<file path="config.mk">
export PLATFORM = sky130hd
export DESIGN_NAME = i2c_req_arbiter
export DESIGN_NICKNAME = d
export VERILOG_FILES = /design/src/rtl/i2c_arb_pkg.sv /design/src/rtl/i2c_rr_pick.sv /design/src/rtl/i2c_req_arbiter.sv
export SDC_FILE = /design/constraint.sdc
export NUM_CORES = 1
export LEC_CHECK = 0
export ABC_AREA = 1
export CAP_MARGIN = 20
export CORE_AREA = 10 10 96 98
export CTS_BUF_LIST = sky130_fd_sc_hd__clkbuf_16
export DETAILED_ROUTE_END_ITERATION = 8
export DIE_AREA = 0 0 106 108
export GPL_ROUTABILITY_DRIVEN = 0
export PLACE_DENSITY = 0.77
export SYNTH_ARGS = -nofsm -noshare
export SYNTH_HDL_FRONTEND = slang
export SYNTH_SLANG_ARGS = --single-unit
</file>
<file path="constraint.sdc">
create_clock -name clk -period 2.5 [get_ports clk]
set_clock_uncertainty 0.05 [all_clocks]
set_input_delay 0.5 -clock clk [delete_from_list [all_inputs] [get_ports clk]]
set_output_delay 0.5 -clock clk [all_outputs]
set_load 0.005 [all_outputs]
</file>
<file path="src/rtl/i2c_arb_pkg.sv">
// Shared types and constants for the I2C request arbiter.
package i2c_arb_pkg;

   typedef enum logic [1:0] {
      IDLE  = 2'd0,
      ISSUE = 2'd1,
      BUSY  = 2'd2,
      DONE  = 2'd3
   } state_t;

   localparam logic WR    = 1'b0;
   localparam logic RD    = 1'b1;
   localparam int   MAX_N = 8;

endpackage

</file>
<file path="src/rtl/i2c_rr_pick.sv">
// Combinational winner select: round-robin from ptr when I2C_ARB_RR_EN is defined,
// otherwise fixed priority (lowest index wins, no ptr port).
module i2c_rr_pick #(
   parameter int N     = 4,
   parameter int IDX_W = $clog2(N)
) (
   input  logic [N-1:0]     req,
`ifdef I2C_ARB_RR_EN
   input  logic [IDX_W-1:0] ptr,
`endif
   output logic [N-1:0]     grant,
   output logic [IDX_W-1:0] idx,
   output logic             any
);

   assign any = |req;

`ifdef I2C_ARB_RR_EN
   logic             found;
   logic [IDX_W-1:0] pos;

   // Walk N slots starting at ptr; first requester seen wins.
   always_comb begin
      grant = '0;
      idx   = '0;
      found = 1'b0;
      pos   = '0;
      for (int k = 0; k < N; k++) begin
         pos = IDX_W'((int'(ptr) + k) % N);
         if (!found && req[pos]) begin
            found      = 1'b1;
            grant[pos] = 1'b1;
            idx        = pos;
         end
      end
   end
`else
   logic             found;
   logic [IDX_W-1:0] pos;

   always_comb begin
      grant = '0;
      idx   = '0;
      found = 1'b0;
      pos   = '0;
      for (int k = 0; k < N; k++) begin
         pos = IDX_W'(k);
         if (!found && req[pos]) begin
            found      = 1'b1;
            grant[pos] = 1'b1;
            idx        = pos;
         end
      end
   end
`endif

endmodule

</file>
<file path="src/rtl/i2c_req_arbiter.sv">
// Shares one I2C byte controller among N requesters; grant held for the whole transaction.
// Overhead 3 cycles plus controller time; I2C_ARB_RR_EN selects round-robin over fixed priority.
module i2c_req_arbiter
   import i2c_arb_pkg::*;
#(
   parameter int N     = 4,
   parameter int CNT_W = 16
) (
   input  logic                 clk,
   input  logic                 rst,
   input  logic [N-1:0]         s_valid,
   output logic [N-1:0]         s_ready,
   input  logic [N-1:0]         s_direct,
   input  logic [8*N-1:0]       s_addr,
   input  logic [8*N-1:0]       s_din,
   output logic [N-1:0]         s_done,
   output logic [7:0]           s_rdata,
   output logic                 m_valid,
   input  logic                 m_ready,
   output logic                 m_direct,
   output logic [7:0]           m_addr,
   output logic [7:0]           m_din,
   input  logic [7:0]           m_dout,
   output logic                 busy,
   output logic [$clog2(N)-1:0] owner,
   output logic [CNT_W-1:0]     txn_cnt
);

   localparam int IDX_W = $clog2(N);

   state_t           state;
   state_t           state_nxt;
   logic             grab;
   logic [N-1:0]     pick_grant;
   logic [IDX_W-1:0] pick_idx;
   logic             pick_any;
   logic [N-1:0]     owner_oh;

`ifdef I2C_ARB_RR_EN
   logic [IDX_W-1:0] ptr;
`endif

   i2c_rr_pick #(
      .N     (N),
      .IDX_W (IDX_W)
   ) u_pick (
      .req   (s_valid),
`ifdef I2C_ARB_RR_EN
      .ptr   (ptr),
`endif
      .grant (pick_grant),
      .idx   (pick_idx),
      .any   (pick_any)
   );

   assign owner_oh = N'(1) << owner;
   assign busy     = (state != IDLE);

   always_ff @(posedge clk) begin
      if (rst) state <= IDLE;
      else     state <= state_nxt;
   end

   // m_valid is only high in ISSUE, so m_ready alone marks the handshake there.
   always_comb begin
      state_nxt = state;
      grab      = 1'b0;
      case (state)
         IDLE: begin
            if (m_ready && pick_any) begin
               grab      = 1'b1;
               state_nxt = ISSUE;
            end
         end
         ISSUE:   if (m_ready) state_nxt = BUSY;
         BUSY:    if (m_ready) state_nxt = DONE;
         DONE:    state_nxt = IDLE;
         default: state_nxt = IDLE;
      endcase
   end

   always_ff @(posedge clk) begin
      if (rst) begin
         s_ready  <= '0;
         s_done   <= '0;
         s_rdata  <= '0;
         m_valid  <= 1'b0;
         m_direct <= WR;
         m_addr   <= '0;
         m_din    <= '0;
         owner    <= '0;
         txn_cnt  <= '0;
`ifdef I2C_ARB_RR_EN
         ptr      <= '0;
`endif
      end else begin
         s_ready <= '0;
         s_done  <= '0;
         case (state)
            IDLE: begin
               if (grab) begin
                  owner    <= pick_idx;
                  s_ready  <= pick_grant;
                  m_valid  <= 1'b1;
                  m_direct <= s_direct[pick_idx];
                  m_addr   <= s_addr[{pick_idx, 3'b000} +: 8];
                  m_din    <= s_din[{pick_idx, 3'b000} +: 8];
               end
            end
            ISSUE: begin
               if (m_ready) m_valid <= 1'b0;
            end
            BUSY: begin
               if (m_ready) begin
                  s_rdata <= m_dout;
                  s_done  <= owner_oh;
               end
            end
            DONE: begin
               txn_cnt <= txn_cnt + CNT_W'(1);
`ifdef I2C_ARB_RR_EN
               ptr     <= (owner == IDX_W'(N - 1)) ? '0 : owner + IDX_W'(1);
`endif
            end
            default: ;
         endcase
      end
   end

endmodule

</file>
After elaboration in Yosys (flattened, before gate mapping)
Cells that the tools add are included.
{"block": "classes", "n_addsub": 1, "mux": 20, "bitwise_logic": 4, "eq_ne": 7, "reduce_logical": 17, "magnitude_cmp": 1, "shifts": 3}
{"cell": "32-bit by 6-bit indexed part select with 8-bit output", "n": 2}
{"cell": "16-bit by 1-bit adder with 16-bit output (second input constant)", "n": 1}
{"cell": "1-bit 2-to-1 mux", "n": 12}
{"cell": "2-bit 2-to-1 mux", "n": 5}
{"cell": "2-bit inequality test (second input constant)", "n": 4}
{"cell": "2-bit case mux with 4 select lines", "n": 1}
{"cell": "3-bit AND reduction", "n": 2}
{"cell": "3-bit OR reduction", "n": 2}
{"cell": "2-bit equality test (second input constant)", "n": 2}
{"cell": "1-bit logical AND", "n": 4}
{"cell": "1-bit inverter", "n": 4}
{"cell": "2-bit AND reduction", "n": 2}
{"cell": "2-bit nonzero test", "n": 2}
{"cell": "4-bit OR reduction", "n": 1}
{"cell": "1-bit by 2-bit << shifter with 4-bit output (first input constant)", "n": 1}
{"cell": "1-bit logical NOT", "n": 3}
{"cell": "2-bit by 3-bit < comparator with 1-bit output (second input constant)", "n": 1}
{"cell": "1-bit binary-select mux with 2-bit select", "n": 1}
{"cell": "2-bit by 1-bit equality test with 1-bit output (second input constant)", "n": 1}
{"cell": "2-bit logical NOT", "n": 1}
{"cell": "1-bit case mux with 2 select lines", "n": 1}
{"block": "totals", "input_bits": 83, "wordCells": 63, "output_inout_bits": 53, "register_bits": 54}

Longest topological paths before layout
Gate-level depths: netlist of run 1.
{"block": "logic_depth", "word_depth": 12, "depth_mapped": 9, "depth_no_buf": 9}

By module
A second synthesis of run 1 with hierarchy kept.
{"block": "unflattened", "hier_cells": 410, "area_unflattened_um2": 2811.4}
{"module": "i2c_req_arbiter", "seq_area_each_um2": 1081.0, "cells_per_inst": 396, "area_each_um2": 2738.9, "instances": 1}
{"module": "i2c_rr_pick", "seq_area_each_um2": 0.0, "cells_per_inst": 14, "area_each_um2": 72.6, "instances": 1}

Worst setup path before layout of run 1
No wires, ideal clock.
{"block": "synth_timing", "kind": "input to register", "from": "input s_valid[1]", "to": "register m_addr[0]", "path_buffers": 1, "arrival_time_ns": 1.278, "path_slack_ns": 1.055, "setup_ns": 0.117, "required_time_ns": 2.333, "path_stages": 7, "cell_sequence": "nor2_4 o21ai_1 nor2_4 buf_6 nand3_1 nand2_1 nor2_1"}
{"block": "synth_via", "elab_chain_len": 9, "elab_cells_between_ends": 16, "cone_classes": "shift: 1; mux: 7; reduce/logical: 8"}
{"element": "start, declared", "line": "i2c_req_arbiter.sv:11", "source": "input logic [N-1:0] s_valid,"}
{"element": "1-bit logical AND", "line": "i2c_rr_pick.sv:48", "source": "if (!found && req[pos]) begin"}
{"element": "1-bit 2-to-1 mux", "line": "i2c_rr_pick.sv:48"}
{"element": "1-bit logical NOT", "line": "i2c_rr_pick.sv:48"}
{"element": "1-bit logical AND", "line": "i2c_rr_pick.sv:48"}
{"element": "1-bit 2-to-1 mux", "line": "i2c_rr_pick.sv:48"}
{"element": "1-bit logical NOT", "line": "i2c_rr_pick.sv:48"}
{"element": "1-bit logical AND", "line": "i2c_rr_pick.sv:48"}
{"element": "2-bit 2-to-1 mux", "line": "i2c_rr_pick.sv:48"}
{"element": "32-bit by 6-bit indexed part select with 8-bit output", "line": "i2c_req_arbiter.sv:106", "source": "m_addr <= s_addr[{pick_idx, 3'b000} +: 8];"}
{"element": "end signal, assigned", "line": "i2c_req_arbiter.sv:106"}
{"element": "end, declared", "line": "i2c_req_arbiter.sv:21", "source": "output logic [7:0] m_addr,"}
Several ways; a longest one is shown, not always the timed one.
A chain may end at the register's enable or synchronous reset.

Worst setup path in the final report of run 1
{"block": "layout_timing", "from": "register state[0]", "to": "output busy"}
{"block": "layout_via", "elab_chain_len": 1}
{"element": "start, declared", "line": "i2c_req_arbiter.sv:31", "source": "state_t state;"}
{"element": "start signal, assigned", "line": "i2c_req_arbiter.sv:61", "source": "else state <= state_nxt;"}
{"element": "2-bit nonzero test", "line": "i2c_req_arbiter.sv:57", "source": "assign busy = (state != IDLE);"}
{"element": "end, declared", "line": "i2c_req_arbiter.sv:24", "source": "output logic busy,"}
No other way between the ends.

==> metrics.csv, run 1 <==
stage;metric;value;unit
outcome;status;complete, no violations;
power;clkPwrFrac;0.272;
finish;final_cell_area;0.00445;mm2
critical_path;endpoint;busy;
critical_path;end_kind;output pin;
sta;maxSlewHeadroom;0.691;
critical_path;r2r_setup_slack;0.79;ns
grt;met3_usage;0.0595;
logic_synthesis;synth_area_leader_cell;dfxtp_1;
logic_synthesis;synth_top_area_frac;0.378;
placed_design;place_hpwl;7.27;mm
sta;hold_violations;0;
power;ir_drop;0.277;mV
clocking;cts.repair.resized;0;
grt;grtUsageTotal;0.152;
logic_synthesis;synth_nets;539;
grt;grt_max_degree;36;
detailed_routing;drt_first_pass_iters;5;
grt;grt_pass1_vias;3130;
finish;n_antenna_cell;0;
sta;setup_violations;0;
clocking;numClockSinks;54;
grt;overflow;0;
detailed_routing;vias_per_cell;4.61;
critical_path;cp.arrival;1.58;ns
logic_synthesis;synth_edf_count;0;
die;die_w;106;um
grt;antenna_found_initial;0;
detailed_routing;vias;3151;
power;switching_share;0.292;
critical_path;cp-startpoint;state[0];
finish;multiInputGateArea;0.00141;mm2
detailed_routing;wl_per_cell;13.1;um
power;p_leak;0.00192;uW
finish;drive_gt1_frac;0.0344;
clocking;clock_tree.root_cell;clkbuf_16;
power;p_int;1980;uW
die;rows;32;
clocking;cts_buffer_depth;2;
critical_path;cp_max_fo;3;
power;p_comb_frac;0.338;
grt;grt_pass1_wl;14.4;mm
power;power;2790;uW
critical_path;worst_r2r_path_depth;7;
logic_synthesis;ys_warn_count;0;
detailed_routing;wl;8.94;mm
logic_synthesis;ys_ff_latch;54;
placed_design;placed_cell_area;0.00429;mm2
finish;area_delta_synth_final;55.4;%
power;p_sw;815;uW
logic_synthesis;ys_types;25;
critical_path;crit_path_start_kind;flip-flop;
logic_synthesis;synthCells;451;
clocking;path_clk_slew;0.07;ns
clocking;htree_num_levels;2;
flow_run;cap_violations;0;
finish;finish.net_count;670;
logic_synthesis;synthesis.area;0.00286;mm2
logic_synthesis;yosysMostFrequentCell;nand2_1;
sta;rsz0062_at_grt;no;
placed_design;portBuffers;135;
detailed_routing;ant_nets;0;
sta;fin_setup_tns;0;ns
grt;use_met1;0.167;
power;power_density;628;mW/mm2
die;coreArea;0.00745;mm2
hold_path;hp-class;reg2reg;
power;seqPwrFrac;0.389;
critical_path;r2r-start;state[1];
die;initial_core_util;0.384;
critical_path;r2r_end;m_addr[6];
critical_path;critical_path_class;reg2out;
clocking;postCtsHoldBufs;0;
logic_synthesis;synth.area.top_cells;dfxtp_1 (38%), nand2_1 (15%), inv_1 (9.3%);
grt;use_met2;0.262;
sta;period_needed;2.13;ns
sta;period_share;0.851;
logic_synthesis;syn_area_per_cell;6.34;um2
logic_synthesis;ys_top_cells_by_count;nand2_1 (117), inv_1 (71), nor2_1 (70);
finish;seqCellArea;0.00108;mm2
clocking;post_cts_buffers;0;
sta;worst_slew_pin_slew;0.463;ns
detailed_routing;drc_errors;0;
sta;slew_viol_final;0;
finish;fillers;736;
die;pin_count;136;
clocking;cts_inserted_buffers;5;
logic_synthesis;yosys_most_used_dff;dfxtp_1;
clocking;clk_latency;0.29;ns
grt;busiest_layer;met2;
critical_path;crit_required;1.95;ns
die;die_area;0.0114;mm2
logic_synthesis;ys_async_sr_fraction;0;
detailed_routing;first_iter_violations;101;
finish;finish.utilization;0.597;
clocking;cts_tree;yes;
die;die_y;108;um
logic_synthesis;yosysSeqAreaShare;0.378;
sta;fmax;470;MHz
-- layout by cell type (no fill, tap or decap) --
cell type,instances
nor2_2,1
buf_4,3
nand2_2,3
a211oi_1,1
clkdlybuf4s50_1,135
dfxtp_1,54
bufinv_16,1
nand2_1,117
nand2_4,1
ha_1,5
nand3_4,2
clkbuf_16,5
a21oi_1,34
o21ai_1,1
clkinv_1,2
nor2_4,2
nand4_1,1
nor2_1,70
xor2_1,2
inv_2,1
buf_12,1
nor3_1,1
o21ai_0,26
nand3_1,42
inv_1,71
-- registers in the layout, summed over array words and instances (netlist names) --
signal / count
owner: 2
m_addr: 8
m_direct: 1
s_rdata: 8
s_done: 4
state: 2
s_ready: 4
m_din: 8
m_valid: 1
txn_cnt: 16
-- per-layer routing --
layer	routed length [um]	share of wire
met2	4440	0.50
met3	820	0.092
met1	3530	0.39
met5	0	0
met4	155	0.017
-- power groups by stage --
stage | Sequential [uW] | Clock, uW | Combinational (uW)
floorplan | 1110 | 0 | 424
global placement | 1100 | 0 | 944
detailed placement | 1110 | 0 | 956
CTS | 1090 | 769 | 962
global route | 1110 | 796 | 1060
finish | 1090 | 760 | 945
-- critical path, stage by stage, from the launching register on --
cell	delay [ns]
dfxtp_1	0.36
inv_1	0.09
ha_1	0.25
inv_1	0.08
clkdlybuf4s50_1	0.51
-- metrics by stage --
| stage | setup slack, ns | cells | hold WS (ns) |
|---|---|---|---|
| 6_report | 0.372 | 684 | 0.410 |
| 2_1_floorplan | 1.05 | 451 | 0.390 |
| 4_1_cts | 0.355 | 684 | 0.424 |
| 3_5_place_dp | 0.228 | 677 | 0.409 |
| 3_3_place_gp | 0.252 | 677 | 0.396 |
| 5_1_grt | 0.290 | 684 | 0.451 |
-- logic make-up after synthesis --
family                     synth area share
xor gates and xnor gates            0.00613
adders and majority gates            0.0219
and+or+nand+nor                       0.356
DFF                                   0.378
AOI/OAI and AO/OA                     0.109
buffers and inverters                 0.129
-- how the worst min path moves through the flow --
stage               slack [ns]     start  cells past startpoint   endpoint
floorplan                 0.39  owner[0]                      1  s_done[0]
global placement          0.40  owner[0]                      1  s_done[2]
detailed placement        0.41  owner[0]                      1  s_done[0]
CTS                       0.42  owner[0]                      1  s_done[0]
global route              0.45  owner[0]                      1  s_done[2]
finish                    0.41  owner[0]                      1  s_done[0]
-- cell type report --
class	instances	area share
well taps	102	0.0287
clock buffers	5	0.0281
repair buffers	139	0.314
inverters	73	0.0616
multi-input cells	309	0.317
clock inverters	2	0.00760
flip-flops and latches	54	0.243
No activity file was read; power rests on OpenSTA's default activity.
==> inputs of run 2 (changes only) <==
Settings changed: CORE_AREA 10 10 96 98 to 10 10 92 94, DIE_AREA 0 0 106 108 to 0 0 102 104, PLACE_DENSITY 0.77 to 0.84, SETUP_SLACK_MARGIN set to 0.5.
==> metrics.csv, run 2 (synthesis results as in run 1) <==
stage;metric;value;unit;change
clocking;clk_latency;0.29;ns;about the same
grt;overflow;0;;unchanged
clocking;path_clk_slew;0.07;ns;about the same
detailed_routing;vias_per_cell;4.89;;+6.1%
finish;layout_commonest_cell;clkdlybuf4s50_1;;
clocking;clock_tree.root_cell;clkbuf_16;;
sta;period_share;0.739;;-0.113
clocking;cts_inserted_buffers;5;;unchanged
critical_path;crit_path_start_kind;flip-flop;;
critical_path;cp_max_fo;3;;unchanged
finish;largest_reg_flops;16;;unchanged
detailed_routing;ant_nets;0;;unchanged
detailed_routing;wl;9.44;mm;+5.6%
hold_path;hp-class;reg2reg;;
sta;worst_slew_pin_slew;0.410;ns;-0.0529 ns
die;pin_count;136;;unchanged
sta;period_needed;1.85;ns;-0.281 ns
detailed_routing;first_iter_violations;116;;+15%
detailed_routing;vias;3254;;+3.3%
power;ir_drop;0.397;mV;+43%
finish;n_antenna_cell;0;;unchanged
critical_path;critical_path_class;reg2out;;
sta;setup_violations;0;;unchanged
finish;regMostFlops;txn_cnt;;
placed_design;portBuffers;135;;unchanged
die;coreArea;0.00668;mm2;-10%
finish;drive_gt1_frac;0.0444;;+0.0100
grt;grt_max_degree;36;;unchanged
detailed_routing;wl_per_cell;14.2;um;+8.4%
sta;rsz0062_at_grt;no;;
finish;finish.net_count;673;;+0.45%
flow_run;cap_violations;0;;unchanged
finish;final_cell_mix;clkdlybuf4s50_1 (134), nand2_1 (117), inv_1 (72);;
clocking;cts_buffer_depth;2;;unchanged
die;die_w;102;um;-3.8%
critical_path;crit_required;1.95;ns;about the same
sta;whs;0.415;ns;+0.00506 ns
sta;fmax;542;MHz;+15%
power;power;2860;uW;+2.3%
detailed_routing;drc_errors;0;;unchanged
critical_path;cp.arrival;1.30;ns;-0.28 ns
sta;slew_viol_final;0;;unchanged
die;die_area;0.0106;mm2;-7.3%
finish;area_delta_synth_final;55.9;%;
critical_path;end_kind;output pin;;
placed_design;place_hpwl;7.55;mm;+3.8%
grt;grt_pass1_wl;14.9;mm;+3.4%
sta;fin_setup_tns;0;ns;unchanged
outcome;status;complete, no violations;;
die;rows;30;;-6.3%
die;die_y;104;um;-3.7%
power;power_density;641;mW/mm2;+2.0%
clocking;numClockSinks;54;;unchanged
sta;maxSlewHeadroom;0.725;;+0.0338
die;initial_core_util;0.428;;+0.0440
sta;hold_violations;0;;unchanged
clocking;htree_num_levels;2;;unchanged
grt;antenna_found_initial;0;;unchanged
grt;grtUsageTotal;0.172;;+0.0205
power;p_leak;0.00194;uW;+0.98%
clocking;cts_tree;yes;;
grt;grt_pass1_vias;3242;;+3.6%
detailed_routing;drt_first_pass_iters;4;;-1
-- run 2: power by group --
part	total (uW)	switching, uW	internal [uW]
Sequential	1090	82.4	1010
Combinational	981	463	518
Clock	785	316	469
-- run 2: worst paths after layout --
check	depth (start not counted)	start	slack, ns	endpoint
worst max-delay path	4	state[1]	0.65	busy
worst min-delay path	1	owner[0]	0.42	s_done[0]
worst max register to register	8	state[1]	0.85	txn_cnt[9]
worst min register to register	1	owner[0]	0.42	s_done[0]
-- run 2: final cells by class --
cell class	count	area, um2
clock buffer	5	125
clock inverter	3	41.3
fill	612	2220
inverter	73	277
multi-input combinational	309	1420
sequential	54	1080
tap	80	100
timing repair buffer	142	1420
-- run 2: worst max-delay path, cell delays in order, from the launching register on --
cell and delay [ns]:
dfxtp_1 0.33, inv_1 0.11, ha_2 0.23, inv_1 0.07, dlygate4sd2_1 0.27
-- run 2: through the flow --
stage	std cells	util	setup slack, ns	cell area (um2)
after floorplan	451	-	1.05	2860
after global placement	656	0.637	0.263	4250
after detailed placement	656	0.637	0.190	4250
after CTS	665	0.665	0.545	4440
after global routing	666	0.667	0.573	4460
final	666	0.667	0.654	4460
-- run 2: what timing repair did --
item,in CTS,in global routing
resized for setup,3,2
endpoints found under the setup margin,3,14
pin swaps,1,0
buffers inserted,1,1
hold buffers,0,0
-- run 2: layer usage --
| metal | vias up | routed length, um | track usage |
|---|---|---|---|
| li1 | 1654 | - | - |
| met1 | 1458 | 3600 | 0.172 |
| met2 | 127 | 4690 | 0.305 |
| met3 | 15 | 981 | 0.0784 |
| met4 | 0 | 172 | 0.0544 |
| met5 | - | 0 | 0 |
